### config.mk
export PLATFORM = sky130hd
export DESIGN_NAME = byte_mem_arbiter
export DESIGN_NICKNAME = d
export VERILOG_FILES = /design/src/rtl/byte_mem_arbiter.sv
export SDC_FILE = /design/constraint.sdc
export NUM_CORES = 1
export LEC_CHECK = 0
export CORE_ASPECT_RATIO = 1.5
export CORE_MARGIN = 4
export CORE_UTILIZATION = 35
export DETAILED_ROUTE_END_ITERATION = 10
export GPL_ROUTABILITY_DRIVEN = 0
export GPL_TIMING_DRIVEN = 0
export HOLD_SLACK_MARGIN = 0.12
export SYNTH_ARGS = -nofsm -noshare
export SYNTH_HDL_FRONTEND = slang
export SYNTH_SLANG_ARGS = --single-unit
export TNS_END_PERCENT = 50
### constraint.sdc
create_clock -name clk -period 3.8 [get_ports clk]
set_clock_uncertainty 0.05 [all_clocks]
set_input_delay 1.14 -clock clk [delete_from_list [all_inputs] [get_ports clk]]
set_output_delay 1.14 -clock clk [all_outputs]
set_load 0.02 [all_outputs]
### src/rtl/byte_mem_arbiter.sv
// Round-robin arbiter sharing one byte-wide synchronous RAM between fetch (read-only)
// and data (read/write) ports; each 32-bit access is serialised into four big-endian beats.
//
// state | meaning
// IDLE  | waiting for a request, arbitrate on the next edge
// BEAT  | four memory beats, cnt 0..3
// DRAIN | reads only: capture the last returned byte
// RESP  | one-cycle ack to the owning port
module byte_mem_arbiter #(
  parameter int ADDR_WIDTH = 11
) (
  input  logic                  clk,
  input  logic                  rst,
  input  logic                  if_req,
  input  logic [31:0]           if_addr,
  output logic                  if_ack,
  output logic [31:0]           if_rdata,
  input  logic                  d_req,
  input  logic                  d_we,
  input  logic [31:0]           d_addr,
  input  logic [31:0]           d_wdata,
  output logic                  d_ack,
  output logic [31:0]           d_rdata,
  output logic                  mem_en,
  output logic                  mem_we,
  output logic [ADDR_WIDTH-1:0] mem_addr,
  output logic [7:0]            mem_wdata,
  input  logic [7:0]            mem_rdata,
  output logic                  busy
);

  typedef enum logic [1:0] {IDLE, BEAT, DRAIN, RESP} state_t;

  state_t                state, state_nxt;
  logic [1:0]            cnt;
  logic                  last_d;
  logic                  own_d;
  logic                  we_q;
  logic [ADDR_WIDTH-1:0] base;
  logic [31:0]           wdata_q;
  logic [31:0]           rbuf;
  logic                  grant_d;
  logic                  addr_hi_unused;

  assign addr_hi_unused = ^{if_addr[31:ADDR_WIDTH], d_addr[31:ADDR_WIDTH]};

  // data wins when alone, or on a tie when fetch was granted last
  assign grant_d = d_req && (!if_req || !last_d);

  function automatic logic [31:0] put_lane(input logic [31:0] w, input logic [1:0] lane,
                                           input logic [7:0] b);
    logic [31:0] r;
    r = w;
    case (lane)
      2'd0:    r[31:24] = b;
      2'd1:    r[23:16] = b;
      2'd2:    r[15:8]  = b;
      default: r[7:0]   = b;
    endcase
    return r;
  endfunction

  always_ff @(posedge clk or negedge rst) begin
    if (!rst) begin
      state    <= IDLE;
      cnt      <= 2'd0;
      last_d   <= 1'b0;
      own_d    <= 1'b0;
      we_q     <= 1'b0;
      base     <= '0;
      wdata_q  <= 32'd0;
      rbuf     <= 32'd0;
      if_rdata <= 32'd0;
      d_rdata  <= 32'd0;
    end else begin
      state <= state_nxt;
      case (state)
        IDLE: begin
          if (if_req || d_req) begin
            own_d   <= grant_d;
            last_d  <= grant_d;
            we_q    <= grant_d && d_we;
            base    <= grant_d ? d_addr[ADDR_WIDTH-1:0] : if_addr[ADDR_WIDTH-1:0];
            wdata_q <= d_wdata;
            cnt     <= 2'd0;
          end
        end
        BEAT: begin
          cnt <= cnt + 2'd1;
          // read data trails its beat by one cycle
          if (!we_q && cnt != 2'd0)
            rbuf <= put_lane(rbuf, cnt - 2'd1, mem_rdata);
        end
        DRAIN: begin
          if (own_d) d_rdata  <= {rbuf[31:8], mem_rdata};
          else       if_rdata <= {rbuf[31:8], mem_rdata};
        end
        default: ;
      endcase
    end
  end

  always_comb begin
    state_nxt = state;
    mem_en    = 1'b0;
    mem_we    = 1'b0;
    mem_addr  = '0;
    mem_wdata = 8'd0;
    case (state)
      IDLE:  if (if_req || d_req) state_nxt = BEAT;
      BEAT: begin
        mem_en   = 1'b1;
        mem_we   = we_q;
        mem_addr = base + ADDR_WIDTH'(cnt);
        if (we_q) begin
          case (cnt)
            2'd0:    mem_wdata = wdata_q[31:24];
            2'd1:    mem_wdata = wdata_q[23:16];
            2'd2:    mem_wdata = wdata_q[15:8];
            default: mem_wdata = wdata_q[7:0];
          endcase
        end
        if (cnt == 2'd3) state_nxt = we_q ? RESP : DRAIN;
      end
      DRAIN: state_nxt = RESP;
      RESP:  state_nxt = IDLE;
      default: state_nxt = IDLE;
    endcase
  end

  assign if_ack = (state == RESP) && !own_d;
  assign d_ack  = (state == RESP) && own_d;
  assign busy   = (state != IDLE);

endmodule

Word level (Yosys, flattened, before mapping)
Index checks and enable logic that the tools add are counted.

storage, ports and cells
  register bits after elaboration = 137
  input bits = 109
  logic and storage cells = 62

cells by class
  eq/ne operators = 10
  bitwise operators = 1
  multiplexer cells = 13
  reductions and logical operators = 24
  add/subtract/negate cells = 3

operators with widths
  kind                                                                 count
  8-bit one-hot mux with 3 select lines                                1
  11-bit two-way mux                                                   2
  8-bit two-way mux                                                    2
  11-bit by 2-bit adder with 11-bit output                             1
  2-bit == test (second input constant)                                5
  2-bit AND reduction                                                  5
  3-bit AND reduction                                                  3
  2-bit one-hot mux with 4 select lines                                1
  2-bit by 1-bit == test with 1-bit output (second input constant)     3
  2-bit logical NOT                                                    3
  2-bit two-way mux                                                    3
  2-bit nonzero test                                                   3
  1-bit logical AND                                                    5
  2-bit != test (second input constant)                                2
  2-bit one-hot mux with 2 select lines                                1
  1-bit logical NOT                                                    3
  1-bit two-way mux                                                    3
  2-bit by 1-bit adder with 2-bit output (second input constant)       1
  1-bit logical OR                                                     2
  2-bit by 1-bit subtractor with 2-bit output (second input constant)  1
  1-bit inverter                                                       1

Logic depth before layout (Yosys ltp)
Gate-level depths: netlist (run 1).

  depth after elaboration = 4
  gate-level depth with buffers = 7
  gate-level depth less buffers = 5

Least setup slack after synthesis (run 1)
No wires, ideal clock.

  path type = reg2out
  start = register cnt[0]
  end = output port mem_addr[10]
  stages on the path, launching flop included = 6
  arrival = 1.784 ns
  data required time = 2.610 ns
  setup slack = 0.826 ns
  path buffers = 0
  cell sequence = dfrtp_1 ha_1 fa_1 nand2_1 or4_1 a21oi_1

on the way
  longest elaborated chain between the ends = 2

ends and longest elaborated chain
  what                                      RTL line  RTL
  from (decl)                               35        logic [1:0] cnt;
  from (signal assigned)                    89        cnt <= cnt + 2'd1;
  11-bit by 2-bit adder with 11-bit output  114       mem_addr = base + ADDR_WIDTH'(cnt);
  11-bit two-way mux                        109       case (state)
  to (decl)                                 26        output logic [ADDR_WIDTH-1:0] mem_addr,

Every way passes these cells.

Worst setup path in the final report (run 1)
  start = register state[1]
  end = output port mem_wdata[5]

on the way
  longest elaborated chain between the ends = 2

ends and longest elaborated chain
  what                                      RTL line  RTL
  from (decl)                               34        state_t state, state_nxt;
  from (signal assigned)                    76        state <= state_nxt;
  2-bit by 1-bit == test with 1-bit output  109
  8-bit two-way mux                         109
  to (decl)                                 27        output logic [7:0] mem_wdata,

Every way passes these cells.

==> impl_metrics.csv, run 1 <==
group,metric,value,unit
clocking,cts_tree,"yes",
finish,layout_common_cells,"clkdlybuf4s50_1 (147), dfrtp_1 (135), mux2_2 (119)",
sta,max_freq,275,MHz
sta,setup_viol,0,
yosys,synth-edff-count,0,
global_routing,grt_pass1_vias,4409,
routing,vias,4058,
floorplanning,die_h,167,um
routing,drtIter0Drc,153,
finish,utilization,50.4,%
floorplanning,std_cell_rows,58,
clocking,clk-insertion-delay-late,0.41,ns
worst_hold_path,worst_hold_path_type,"reg2reg",
setup_path,critPathRequiredTime,2.61,ns
status,status,"complete, no violations",
sta,fin_crit_sh,95.7,%
finish,syn2layout_area_growth,42.0,%
global_routing,grt_max_degree,94,
job,cap_viol_max_count,0,
finish,layout_commonest_cell,"clkdlybuf4s50_1",
routing,final_antenna_net_count,0,
global_routing,grt_usage,15.6,%
floorplanning,coreArea,16700,um2
clocking,numCtsBuffers,17,
sta,worstMarginPinSlew,0.514,ns
pwr,p_leak,3.58,nW
pwr,power.density,924,nW/um2
floorplanning,dieArea,19100,um2
global_routing,overflow,0,
placement,dp_slack,0.140,ns
finish,diodes,0,
clocking,htree_levels,4,
setup_path,worstPathArrival,2.44,ns
placement,hpwl,10700,um
placement,port_buffers,154,
setup_path,worst-setup-path-type,"reg2out",
pwr,ir_drop,0.327,mV
finish,drive_gt1_share,29.9,%
floorplanning,io_pins,197,
sta,hold_viol,0,
floorplanning,die_w,114,um
routing,dr.pass1.iters,4,
clocking,clkTransAtPathRegs,0.06,ns
sta,layout_setup_ws,0.165,ns
yosys,ys_ff_latch,137,
clocking,clockBufferDepth,2,
sta,max_slew_margin,65.7,%
sta,period_needed,3.63,ns
routing,routed_wl,14700,um
routing,routedWlPerCell,17.8,um
finish,layout.nets,723,
setup_path,cp-end-kind,"primary output",
setup_path,worstPathMaxFanout,10,
routing,via_per_inst,4.92,
yosys,ys.flop_type,"dfrtp_1",
global_routing,antenna_found_initial,0,
yosys,synth_warnings,0,
setup_path,start_kind,"flip-flop",
sta,setup_tns,0,ns
sta,drv_slew,0,
clocking,clock_sinks,137,
yosys,syn_area,5920,um2
yosys,syn_inst,432,
yosys,synthArstFlopShare,100,%
global_routing,grt_pass1_wl,23200,um
yosys,synth_fp_nets,553,
yosys,syn_avg_cell_area,13.7,um2
floorplanning,initial_core_util,35.5,%
sta,rsz0062_at_grt,"false",
yosys,synth-seq-area-share,57.9,%
yosys,synthDistinctLibCells,39,
routing,drc,0,
pwr,power,7.78,mW
clocking,clockRootBuffer,"clkbuf_16",
-- sequential cells by signal, indices dropped and copies added, names as in the netlist, 2 cells and up --
name and count:
base 11, cnt 2, d_rdata 32, wdata_q 32, if_rdata 32, state 2
rbuf 24
-- worst max-delay path, stage by stage, from the launching register on --
cell and delay [ns]:
dfrtp_1 0.42, inv_1 0.11, ha_1 0.19, buf_2 0.22
and2_2 0.31, and2_1 0.18, clkdlybuf4s50_1 0.60
-- metal layers --
metal  track usage, %  routed length [um]  vias to the layer above
met5                0                   0                        -
met4             4.19                 195                        0
met3             4.56                 865                       15
met2             28.6                7950                      132
met1             17.3                5660                     2029
li1                 -                   -                     1882
-- area by class of cell --
cell class | count | area (um2)
fill | 1535 | 8280
clock inverter | 14 | 235
multi-input combinational | 263 | 2350
sequential | 137 | 3430
clock buffer | 18 | 429
inverter | 7 | 26.3
buffer | 21 | 121
timing repair buffer | 155 | 1560
tap | 210 | 263
-- synth_stat cells, types with 2 or more instances --
master / instances / area share, %
buf_6: 2 / 0.38
ha_1: 11 / 2.3
and2_1: 15 / 1.6
mux2_2: 119 / 23
nand4_1: 2 / 0.21
nor3b_1: 2 / 0.25
nand2b_1: 2 / 0.21
dfrtp_1: 137 / 58
nor2b_1: 2 / 0.21
buf_2: 12 / 1.0
inv_1: 6 / 0.38
a21oi_1: 11 / 0.93
nor2_1: 5 / 0.32
buf_4: 3 / 0.38
clkbuf_1: 8 / 0.51
xnor2_1: 2 / 0.30
mux2i_1: 11 / 1.9
a222oi_1: 8 / 1.4
or3_2: 2 / 0.25
mux2_1: 2 / 0.38
nand2_1: 24 / 1.5
o21ai_0: 23 / 1.9
o31ai_1: 4 / 0.51
or4_1: 4 / 0.51
-- logic make-up after synthesis --
group | count (synthesis) | synth area share, %
compound gates | 53 | 5.75
xor+xnor | 3 | 0.444
fa+ha+maj | 12 | 2.66
buf+inv | 32 | 2.73
flops | 137 | 57.9
mux | 132 | 24.9
simple gates | 63 | 5.66
-- where the power goes --
group	switching (mW)	internal (mW)	total, mW	leakage (nW)
combinational	1.52	1.73	3.26	1.60
sequential	0.471	2.20	2.67	1.66
clock	0.665	1.19	1.85	0.322
-- through the flow --
stage / instances / hold slack, ns / cell area (um2)
2_1_floorplan: 432 / 0.404 / 5920
3_3_place_gp: 796 / 0.428 / 7730
3_5_place_dp: 797 / 0.435 / 7750
4_1_cts: 825 / 0.449 / 8410
5_1_grt: 825 / 0.464 / 8410
6_report: 825 / 0.447 / 8410
-- final timing paths --
kind,startpoint,end,slack (ns),cells after the start
hold / removal,if_rdata[1],if_rdata[1],0.45,1
max in group asynchronous,rst,if_rdata[12],2.29,2
setup / recovery,state[1],mem_wdata[5],0.17,6
setup reg to reg,state[1],rbuf[21],1.64,7
hold reg to reg,if_rdata[1],if_rdata[1],0.45,1
min in group asynchronous,rst,base[5],0.60,1
-- what timing repair did --
item | in CTS | in global routing
resized for setup | 12 | 5
endpoints found under the setup margin | 16 | 11
buffers inserted | 0 | 0
hold buffers | 0 | 0
No activity file was read; power rests on OpenSTA's default activity.
==> inputs of run 2 (changes only) <==
- clock period: 3.8 -> 4.4 ns (I/O delays scaled with it)
==> impl_metrics.csv, run 2 (synthesized netlist as in run 1, its figures left out) <==
group,metric,value,unit
worst_hold_path,min_to,"if_rdata[1]",
routing,final_antenna_net_count,0,
worst_hold_path,holdPathStages,1,
sta,period_needed,4.22,ns
routing,dr.pass1.iters,4,
global_routing,grt_max_degree,94,
finish,multi_input_area,2330,um2
sta,setup_viol,0,
setup_path,r2r_cells,7,
pwr,intPower,4.42,mW
status,status,"complete, no violations",
routing,routedWlPerCell,17.7,um
pwr,p_sw,2.29,mW
finish,fill_cells,1536,
placement,port_buffers,154,
setup_path,worstPathArrival,2.85,ns
routing,via_per_inst,4.89,
finish,syn2layout_area_growth,42.2,%
global_routing,overflow,0,
sta,max_slew_margin,64.3,%
setup_path,worstPathMaxFanout,7,
finish,top_regs,"d_rdata: 32 flops, if_rdata: 32 flops, wdata_q: 32 flops",
pwr,sw_frac_of_total,34.2,%
finish,layout.nets,727,
placement,dp_slack,0.560,ns
setup_path,cpLargestDelayFamily,"simple AND/OR/NAND/NOR gates",
setup_path,critical_path_buf_inv_count,1,
finish,layout_common_cells,"clkdlybuf4s50_1 (153), dfrtp_1 (137), mux2_2 (119)",
setup_path,critPathRequiredTime,3.03,ns
floorplanning,dieArea,19100,um2
setup_path,r2r_end,"rbuf[21]",
worst_hold_path,worst_hold_path_type,"reg2reg",
sta,max_freq,237,MHz
clocking,clock_sinks,137,
placement,hpwl,10700,um
routing,routed_wl,14600,um
pwr,pwr-share-seq,34.3,%
clocking,cts_tree,"yes",
setup_path,start_kind,"flip-flop",
floorplanning,std_cell_rows,58,
clocking,numCtsBuffers,17,
sta,drv_slew,0,
setup_path,ff2ff_setup_slack,2.17,ns
clocking,clockBufferDepth,2,
pwr,p_leak,3.57,nW
pwr,p_clk_share,23.9,%
finish,layout_commonest_cell,"clkdlybuf4s50_1",
pwr,ir_drop,0.283,mV
clocking,clk-insertion-delay-late,0.41,ns
sta,fin_crit_sh,95.8,%
worst_hold_path,hp-start,"if_rdata[1]",
sta,layout_setup_ws,0.183,ns
floorplanning,initial_core_util,35.5,%
setup_path,cp-end-kind,"primary output",
routing,drtIter0Drc,152,
global_routing,grt_pass1_vias,4422,
global_routing,antenna_found_initial,0,
finish,regArea,3430,um2
setup_path,r2r-start,"cnt[1]",
global_routing,grt_usage,15.6,%
pwr,power.density,797,nW/um2
global_routing,grt_pass1_wl,23300,um
floorplanning,die_w,114,um
sta,worstMarginPinSlew,0.536,ns
clocking,clockRootBuffer,"clkbuf_16",
pwr,power,6.71,mW
sta,rsz0062_at_grt,"false",
routing,drc,0,
setup_path,worst-setup-path-type,"reg2out",
routing,vias,4056,
floorplanning,io_pins,197,
floorplanning,coreArea,16700,um2
setup_path,slowest_stage,"clkdlybuf4s50_1",
finish,diodes,0,
job,cap_viol_max_count,0,
setup_path,cp_cell_sequence,"ha_1, fa_1, nand2_1, or4_1, a21oi_1, clkdlybuf4s50_1",
sta,hold_viol,0,
clocking,htree_levels,4,
finish,drive_gt1_share,28.3,%
clocking,clkTransAtPathRegs,0.06,ns
pwr,combPwrFrac,41.9,%
setup_path,slowest_delay,0.62,ns
floorplanning,die_h,167,um
run 2: cell count changes in the layout (fill, tap and decap cells not counted), sizes merged:
cell,delta
dlygate4sd2,-5
clkdlybuf4s50,+6
clkbuf,+3
run 2: power by group through the flow:
| stage | registers (mW) | logic, mW | clock network [mW] |
|---|---|---|---|
| floorplan | 2.57 | 1.38 | 0 |
| global placement | 2.30 | 2.80 | 0 |
| detailed placement | 2.33 | 2.86 | 0 |
| CTS | 2.31 | 2.87 | 1.65 |
| global route | 2.39 | 3.03 | 1.70 |
| finish | 2.30 | 2.81 | 1.60 |
run 2: area by class of cell:
class | count | area share [%]
buffer | 25 | 1.62
clock buffer | 18 | 5.10
clock inverter | 14 | 2.79
inverter | 7 | 0.312
multi-input combinational | 263 | 27.7
sequential | 137 | 40.7
tap | 210 | 3.12
timing repair buffer | 155 | 18.6
run 2: worst reg2reg max path: cells and delay by family (launching register included):
family                     cells  cell delay [ns]
adders and majority gates      1             0.18
muxes                          1             0.36
DFF                            1             0.52
and+or+nand+nor                2             0.51
buffers and inverters          3             0.49
run 2: through the flow:
step                util, %  area, um2  hold slack, ns  std cells  TNS [ns]
global route           50.4       8420           0.464        829         0
detailed placement     46.5       7750           0.435        797         0
finish                 50.4       8420           0.447        829         0
floorplan                 -       5920           0.404        432         0
global placement       46.3       7730           0.428        796   -473.43
CTS                    50.4       8420           0.449        829         0
run 2: worst max-delay path by stage:
stage | startpoint | end | cells past startpoint
final | cnt[0] | mem_addr[10] | 6
after global routing | cnt[0] | mem_addr[10] | 6
after CTS | cnt[1] | mem_wdata[4] | 7
after detailed placement | cnt[1] | mem_wdata[4] | 7
after global placement | rst | if_rdata[7] | 1
after floorplan | cnt[0] | mem_addr[10] | 5
run 2: per-layer routing:
layer,track usage [%],wire (um)
met1,17.3,5600
met2,28.7,7960
met3,4.56,890
met4,4.19,183
met5,0,0
run 2: timing repair:
item | CTS | global route
hold buffers | 0 | 0
endpoints found under the setup margin | 0 | 3
gates resized for setup | 0 | 2
setup buffers | 0 | 0
endpoints found under the hold margin | 0 | 0
